File: config.mk
export PLATFORM = sky130hd
export DESIGN_NAME = i3c_target_addr_responder
export DESIGN_NICKNAME = d
export VERILOG_FILES = /design/src/rtl/i3c_target_addr_responder_pkg.sv /design/src/rtl/i3c_target_addr_responder_bus_cond_detect.sv /design/src/rtl/i3c_target_addr_responder.sv
export SDC_FILE = /design/constraint.sdc
export NUM_CORES = 1
export LEC_CHECK = 0
export BUFFER_PORTS_ARGS = -buffer_cell sky130_fd_sc_hd__buf_2
export CAP_MARGIN = 40
export CORE_ASPECT_RATIO = 1.75
export CORE_MARGIN = 4
export CORE_UTILIZATION = 40
export DETAILED_ROUTE_END_ITERATION = 10
export GPL_TIMING_DRIVEN = 0
export SYNTH_ARGS = -nofsm -noshare
export SYNTH_HDL_FRONTEND = slang
export SYNTH_SLANG_ARGS = --single-unit
File: constraint.sdc
create_clock -name clk_i -period 1.86 [get_ports clk_i]
set_input_delay 0.279 -clock clk_i [delete_from_list [all_inputs] [get_ports clk_i]]
set_output_delay 0.279 -clock clk_i [all_outputs]
set_load 0.01 [all_outputs]
File: src/rtl/i3c_target_addr_responder_pkg.sv
// ---------------------------------------------------------------------------
// i3c_target_addr_responder_pkg
//   Shared constants and types for the I3C target addressing blocks.
//   - ADDR_WIDTH       : I3C address field width (7 bits, fixed by protocol)
//   - I3C_BCAST_ADDR   : broadcast address 7'h7E
//   - TGT_STATE_WIDTH  : width of the target FSM state encoding
//   - tgt_state_e      : TGT_IDLE / TGT_ADDR / TGT_ACK / TGT_XFER / TGT_IGNORE
// ---------------------------------------------------------------------------
package i3c_target_addr_responder_pkg;

  localparam int unsigned ADDR_WIDTH      = 7;
  localparam int unsigned HDR_WIDTH       = ADDR_WIDTH + 1;
  localparam int unsigned TGT_STATE_WIDTH = 3;

  localparam logic [ADDR_WIDTH-1:0] I3C_BCAST_ADDR = 7'h7E;

  typedef enum logic [TGT_STATE_WIDTH-1:0] {
    TGT_IDLE   = 3'd0,
    TGT_ADDR   = 3'd1,
    TGT_ACK    = 3'd2,
    TGT_XFER   = 3'd3,
    TGT_IGNORE = 3'd4
  } tgt_state_e;

endpackage

File: src/rtl/i3c_target_addr_responder_bus_cond_detect.sv
// ---------------------------------------------------------------------------
// i3c_bus_cond_detect
//   Synchronises raw SCL/SDA into clk_i, keeps one history flop per line and
//   derives START/Sr, STOP and SCL edge indications. Pulses are combinational
//   decodes of flops only (no raw-input paths), one clk wide, and appear
//   SYNC_STAGES+1 clk after the bus transition once registered by the user.
//   Ports:
//     clk_i, rst_ni   : clock, asynchronous active-low reset
//     scl_i, sda_i    : raw bus lines
//     sda_o           : synchronised SDA level
//     start_o, stop_o : START/Sr and STOP conditions
//     scl_rise_o      : synchronised SCL 0->1 (bit sample point)
//     scl_fall_o      : synchronised SCL 1->0
// ---------------------------------------------------------------------------
module i3c_bus_cond_detect #(
  parameter int unsigned SYNC_STAGES = 2
) (
  input  logic clk_i,
  input  logic rst_ni,
  input  logic scl_i,
  input  logic sda_i,
  output logic sda_o,
  output logic start_o,
  output logic stop_o,
  output logic scl_rise_o,
  output logic scl_fall_o
);

  logic [SYNC_STAGES-1:0] scl_sync_r;
  logic [SYNC_STAGES-1:0] sda_sync_r;
  logic                   scl_hist_r;
  logic                   sda_hist_r;
  logic                   scl_s;
  logic                   sda_s;

  // Synchroniser chains plus history flops; reset to 1 so an idle bus is high.
  always_ff @(posedge clk_i or negedge rst_ni) begin
    if (!rst_ni) begin
      scl_sync_r <= {SYNC_STAGES{1'b1}};
      sda_sync_r <= {SYNC_STAGES{1'b1}};
      scl_hist_r <= 1'b1;
      sda_hist_r <= 1'b1;
    end else begin
      scl_sync_r <= {scl_sync_r[SYNC_STAGES-2:0], scl_i};
      sda_sync_r <= {sda_sync_r[SYNC_STAGES-2:0], sda_i};
      scl_hist_r <= scl_sync_r[SYNC_STAGES-1];
      sda_hist_r <= sda_sync_r[SYNC_STAGES-1];
    end
  end

  assign scl_s = scl_sync_r[SYNC_STAGES-1];
  assign sda_s = sda_sync_r[SYNC_STAGES-1];

  // SDA edges only count as conditions while SCL is stably high.
  assign start_o    = sda_hist_r & ~sda_s & scl_s & scl_hist_r;
  assign stop_o     = ~sda_hist_r & sda_s & scl_s & scl_hist_r;
  assign scl_rise_o = ~scl_hist_r & scl_s;
  assign scl_fall_o = scl_hist_r & ~scl_s;
  assign sda_o      = sda_s;

endmodule

File: src/rtl/i3c_target_addr_responder.sv
// ---------------------------------------------------------------------------
// i3c_target_addr_responder
//   Target-side address header receiver. Detects START/Sr/STOP, shifts in the
//   8-bit header (7-bit address + RnW), compares it against the dynamic
//   address (or STATIC_ADDR when none is assigned) and drives the ACK slot via
//   an open-drain enable. All outputs are registered.
//   Optional feature: define I3C_TGT_BROADCAST_EN to accept header 7'h7E
//   (either RnW) whenever enabled and flag it on bcast_o.
//   Ports:
//     clk_i, rst_ni          : clock, asynchronous active-low reset
//     scl_i, sda_i           : raw bus lines
//     enable_i               : target enabled (never ACKs when 0)
//     dyn_addr_i/_valid_i    : assigned dynamic address and its valid flag
//     sda_oe_o               : 1 = pull SDA low
//     rx_addr_o, rnw_o       : last received address field and RnW bit
//     addr_match_o           : matched transaction active
//     match_pulse_o          : ACK committed (1 clk)
//     bcast_o                : matched header was the broadcast address
//     start_det_o/stop_det_o : START-or-Sr / STOP pulses
//     busy_o                 : bus between START and STOP
// ---------------------------------------------------------------------------
module i3c_target_addr_responder
  import i3c_target_addr_responder_pkg::*;
#(
  parameter logic [ADDR_WIDTH-1:0] STATIC_ADDR = 7'h50,
  parameter int unsigned           SYNC_STAGES = 2
) (
  input  logic                  clk_i,
  input  logic                  rst_ni,
  input  logic                  scl_i,
  input  logic                  sda_i,
  input  logic                  enable_i,
  input  logic [ADDR_WIDTH-1:0] dyn_addr_i,
  input  logic                  dyn_addr_valid_i,
  output logic                  sda_oe_o,
  output logic [ADDR_WIDTH-1:0] rx_addr_o,
  output logic                  rnw_o,
  output logic                  addr_match_o,
  output logic                  match_pulse_o,
  output logic                  bcast_o,
  output logic                  start_det_o,
  output logic                  stop_det_o,
  output logic                  busy_o
);

  logic                  sda_s;
  logic                  start_s;
  logic                  stop_s;
  logic                  scl_rise_s;
  logic                  scl_fall_s;
  logic [HDR_WIDTH-1:0]  hdr_next_s;
  logic [ADDR_WIDTH-1:0] rx_next_s;
  logic                  ucast_hit_s;
  logic                  bcast_hit_s;

  tgt_state_e            state_r;
  logic [3:0]            bit_cnt_r;
  logic [ADDR_WIDTH-1:0] shift_r;
  logic                  match_pend_r;
  logic                  bcast_pend_r;

  i3c_bus_cond_detect #(
    .SYNC_STAGES (SYNC_STAGES)
  ) u_bus_cond (
    .clk_i      (clk_i),
    .rst_ni     (rst_ni),
    .scl_i      (scl_i),
    .sda_i      (sda_i),
    .sda_o      (sda_s),
    .start_o    (start_s),
    .stop_o     (stop_s),
    .scl_rise_o (scl_rise_s),
    .scl_fall_o (scl_fall_s)
  );

  assign hdr_next_s = {shift_r, sda_s};
  assign rx_next_s  = hdr_next_s[HDR_WIDTH-1:1];

  // Match decode for the header completed by the current sample; only
  // consumed on the 8th bit, which is where enable/address inputs are sampled.
  always_comb begin
    ucast_hit_s = 1'b0;
    bcast_hit_s = 1'b0;
    if (dyn_addr_valid_i) begin
      ucast_hit_s = enable_i & (rx_next_s == dyn_addr_i);
    end else begin
      ucast_hit_s = enable_i & (rx_next_s == STATIC_ADDR);
    end
`ifdef I3C_TGT_BROADCAST_EN
    bcast_hit_s = enable_i & (rx_next_s == I3C_BCAST_ADDR);
`else
    bcast_hit_s = 1'b0;
`endif
  end

  // Target FSM with registered outputs; STOP beats START beats SCL edges.
  always_ff @(posedge clk_i or negedge rst_ni) begin
    if (!rst_ni) begin
      state_r       <= TGT_IDLE;
      bit_cnt_r     <= 4'd0;
      shift_r       <= '0;
      match_pend_r  <= 1'b0;
      bcast_pend_r  <= 1'b0;
      sda_oe_o      <= 1'b0;
      rx_addr_o     <= '0;
      rnw_o         <= 1'b0;
      addr_match_o  <= 1'b0;
      match_pulse_o <= 1'b0;
      bcast_o       <= 1'b0;
      start_det_o   <= 1'b0;
      stop_det_o    <= 1'b0;
      busy_o        <= 1'b0;
    end else begin
      match_pulse_o <= 1'b0;
      start_det_o   <= start_s;
      stop_det_o    <= stop_s;
      if (stop_s) begin
        state_r      <= TGT_IDLE;
        bit_cnt_r    <= 4'd0;
        sda_oe_o     <= 1'b0;
        addr_match_o <= 1'b0;
        bcast_o      <= 1'b0;
        busy_o       <= 1'b0;
      end else if (start_s) begin
        // START from IDLE and Sr from any other state behave identically.
        state_r      <= TGT_ADDR;
        bit_cnt_r    <= 4'd0;
        shift_r      <= '0;
        sda_oe_o     <= 1'b0;
        addr_match_o <= 1'b0;
        bcast_o      <= 1'b0;
        busy_o       <= 1'b1;
      end else begin
        case (state_r)
          TGT_IDLE: begin
            state_r <= TGT_IDLE;
          end
          TGT_ADDR: begin
            if (scl_rise_s && (bit_cnt_r < 4'd8)) begin
              shift_r   <= hdr_next_s[ADDR_WIDTH-1:0];
              bit_cnt_r <= bit_cnt_r + 4'd1;
              if (bit_cnt_r == 4'd7) begin
                rx_addr_o    <= rx_next_s;
                rnw_o        <= hdr_next_s[0];
                match_pend_r <= ucast_hit_s | bcast_hit_s;
                bcast_pend_r <= bcast_hit_s;
              end else begin
                match_pend_r <= 1'b0;
              end
            end else if (scl_fall_s && (bit_cnt_r == 4'd8)) begin
              // ACK slot opens on the fall after RnW.
              if (match_pend_r) begin
                state_r       <= TGT_ACK;
                sda_oe_o      <= 1'b1;
                match_pulse_o <= 1'b1;
                addr_match_o  <= 1'b1;
                bcast_o       <= bcast_pend_r;
              end else begin
                state_r  <= TGT_IGNORE;
                sda_oe_o <= 1'b0;
              end
            end else begin
              state_r <= TGT_ADDR;
            end
          end
          TGT_ACK: begin
            if (scl_fall_s) begin
              sda_oe_o <= 1'b0;
              state_r  <= TGT_XFER;
            end else begin
              sda_oe_o <= 1'b1;
            end
          end
          TGT_XFER: begin
            state_r <= TGT_XFER;
          end
          TGT_IGNORE: begin
            sda_oe_o <= 1'b0;
          end
          default: begin
            state_r  <= TGT_IDLE;
            sda_oe_o <= 1'b0;
          end
        endcase
      end
    end
  end

endmodule
==> reports/summary.txt <==
run status -> complete, no violations
gp weighted congestion -> 0.758
Hold Violations, Final -> 0
Root Driver -> clkbuf_8
LEAKAGE -> 0.918 nW
GR Util met1 -> 15.8%
Worst VDD drop -> 0.657 mV
Post-synth EDFFs -> 0
cells along the critical path -> nand4bb_4, or4_4, buf_6, mux2_4
Pwr Total -> 1.50 mW
fin crit period -> 1.81 ns
met3 usage -> 3.77%
first-pass GRT wire length -> 5.84 mm
WL final -> 3.28 mm
CP Class -> reg -> reg
CTS tree -> done
hold crit path type -> in -> async
Ys Warns -> 0
critical path's top delay family -> simple AND/OR/NAND/NOR gates
post-detail-place hpwl -> 2.42 mm
CP Launch Type -> flop
type of destination of the critical path -> flop
Yosys cell types -> 43
unrepaired setup endpoints after global routing -> no
pin count of the biggest net entering global routing -> 36
vias in the first global route -> 1241
I/O pin total -> 28
Power Density -> 786 nW/um2
Setup Skew -> 0.00468 ns
grt ovf -> 0
Worst Path Buf+Inv -> 1
Die Height -> 92.5 um
via count -> 1201
Post-synth top cells -> dfrtp_1 (29), nand2_1 (22), o21ai_0 (12)
layout cells sized above 1 -> 30.1%
Design Area, Final -> 1910 um2
crit-path max FO -> 10
Core Area -> 3900 um2
IO buf count -> 26
Most used DFF post-synth -> dfrtp_1
fillers -> 388
Final TNS setup -> 0 ns
Syn Std Cell Area -> 1630 um2
hold_buf cts -> 0
DRC Markers -> 0
Ant. Diodes -> 0
All-Layer GR Usage -> 14.0%
CTS Buf Count -> 5
synthesized area per cell -> 11.0 um2
die area -> 5210 um2
Worst-Margin Slew -> 0.765 ns
syn_nets -> 164
GRT met2 Usage -> 24.5%
ys async rst share -> 100%
post-synth top area share -> 44.4%
Peak Freq -> 0.553 GHz
clk buf depth -> 2
CP required -> 2.03 ns
Crit path largest cell delay -> 0.60 ns
most used routing layer -> met2
Initial Util -> 41.8%
worst skew pair latency -> 0.28 ns
Yosys reg bits -> 35
Worst-path clk slew -> 0.07 ns
CP max-delay cell -> dfstp_2
Nets -> 197
Slew HR -> 49.0%
Syn Inst Count -> 149
fin crit share -> 97.2%
max-cap violation count -> 0
area grow syn2layout -> 17.1%
initial antenna violation count -> 0
H-Tree Depth -> 2
leading area contributor after synthesis -> dfrtp_1
count leader, synth -> dfrtp_1
DRT Pass-1 Iters -> 4
Via density -> 5.20
sequential area share after synthesis -> 54.1%
Initial DRC Count -> 14
wire per inst -> 14.2 um
Worst EP arrival -> 1.97 ns
fin util -> 49.0%
post-place instance area -> 1820 um2
post-route ant nets -> 0
# setup viols final -> 0
final slew viol count -> 0
CTS Sinks -> 35
Site Rows -> 30
chip width -> 56.3 um
top cells by area, synth -> dfrtp_1 (44%), dfstp_2 (9.7%), mux2_4 (5.5%), nand2_1 (5.1%), o21ai_0 (3.7%)
-- power breakdown --
part / switching [mW] / internal [mW] / total (mW) / leakage, nW
clock network: 0.247 / 0.266 / 0.512 / 0.0395
registers: 0.0354 / 0.801 / 0.836 / 0.463
logic: 0.0877 / 0.0666 / 0.154 / 0.415
total: 0.370 / 1.13 / 1.50 / 0.918
-- path summary, 6_finish.rpt --
kind | to | slack [ns] | start | cells past startpoint
worst max-delay path | rnw_o | 0.05 | u_bus_cond.scl_sync_r[1] | 4
worst min-delay path | rx_addr_o[6] | 0.07 | rst_ni | 1
worst max register to register | rnw_o | 0.05 | u_bus_cond.scl_sync_r[1] | 4
worst min register to register | u_bus_cond.sda_sync_r[1] | 0.36 | u_bus_cond.sda_sync_r[0] | 0
max in group asynchronous | addr_match_o | 1.30 | rst_ni | 1
min in group clk_i | u_bus_cond.sda_sync_r[0] | 0.10 | sda_i | 1
-- kinds of logic after synthesis --
logic type               synth area share, %
AND/OR/NAND/NOR                         16.7
adder cells (fa/ha/maj)                 1.53
buffers and inverters                   4.67
multiplexers                            6.13
flip-flops                              54.1
AO/OA/AOI/OAI                           14.5
XOR/XNOR                                2.15
other                                  0.230
-- layout make-up --
class                   instances  area [um2]  area share, %
flip-flops and latches         35         883           46.2
multi-input cells              98         681           35.6
repair buffers                 26         130           6.81
clock buffers                   8        80.1           4.19
well taps                      48        60.1           3.14
plain buffers                   6        40.0           2.09
inverters                      10        37.5           1.96
-- layer usage --
layer  vias to the layer above  wire length, um
met2                        30             1770
li1                        582                -
met1                       582             1270
met4                         0               74
met5                         -                0
met3                         7              165
-- per-stage QoR --
stage / instances / setup WS, ns / hold WS, ns
floorplan: 149 / 0.135 / -0.0166
global placement: 223 / 0.0682 / 0.346
detailed placement: 223 / 0.0631 / 0.349
CTS: 231 / 0.0527 / 0.0871
global route: 231 / 0.00693 / 0.0894
finish: 231 / 0.0520 / 0.0698
-- sequential cells by signal, summed over array words and instances, names as in the netlist --
signal,flops
rx_addr_o,7
match_pend_r,1
u_bus_cond.sda_hist_r,1
busy_o,1
u_bus_cond.scl_sync_r,2
rx_next_s,7
state_r,3
sda_oe_o,1
addr_match_o,1
start_det_o,1
u_bus_cond.sda_sync_r,2
rnw_o,1
stop_det_o,1
match_pulse_o,1
u_bus_cond.scl_hist_r,1
bit_cnt_r,4
-- worst reg2reg max path, stage by stage (launching register included) --
cell	delay, ns
dfstp_2	0.60
nand4bb_4	0.12
or4_4	0.51
buf_6	0.17
mux2_4	0.29
-- layout by cell type (no fill, tap or decap), types with 3 or more instances in the layout --
master | synthesis | layout
dfrtp_1 | 29 | 29
nor2_1 | 5 | 5
nand2_1 | 22 | 22
inv_1 | 10 | 10
o31ai_1 | 4 | 4
clkbuf_1 | 2 | 4
o21ai_0 | 12 | 12
nand2b_1 | 6 | 6
dfstp_2 | 6 | 6
clkbuf_8 | 0 | 5
xnor2_1 | 3 | 3
a21oi_1 | 4 | 4
mux2_4 | 6 | 6
buf_2 | 1 | 27
nor3_1 | 3 | 3
nand4_1 | 3 | 3
-- repair_timing --
item | CTS | global route
endpoints found under the setup margin | 0 | 4
buffers inserted | 0 | 0
gates resized for setup | 0 | 4
Note: power is estimated with default switching activity, not from simulation.
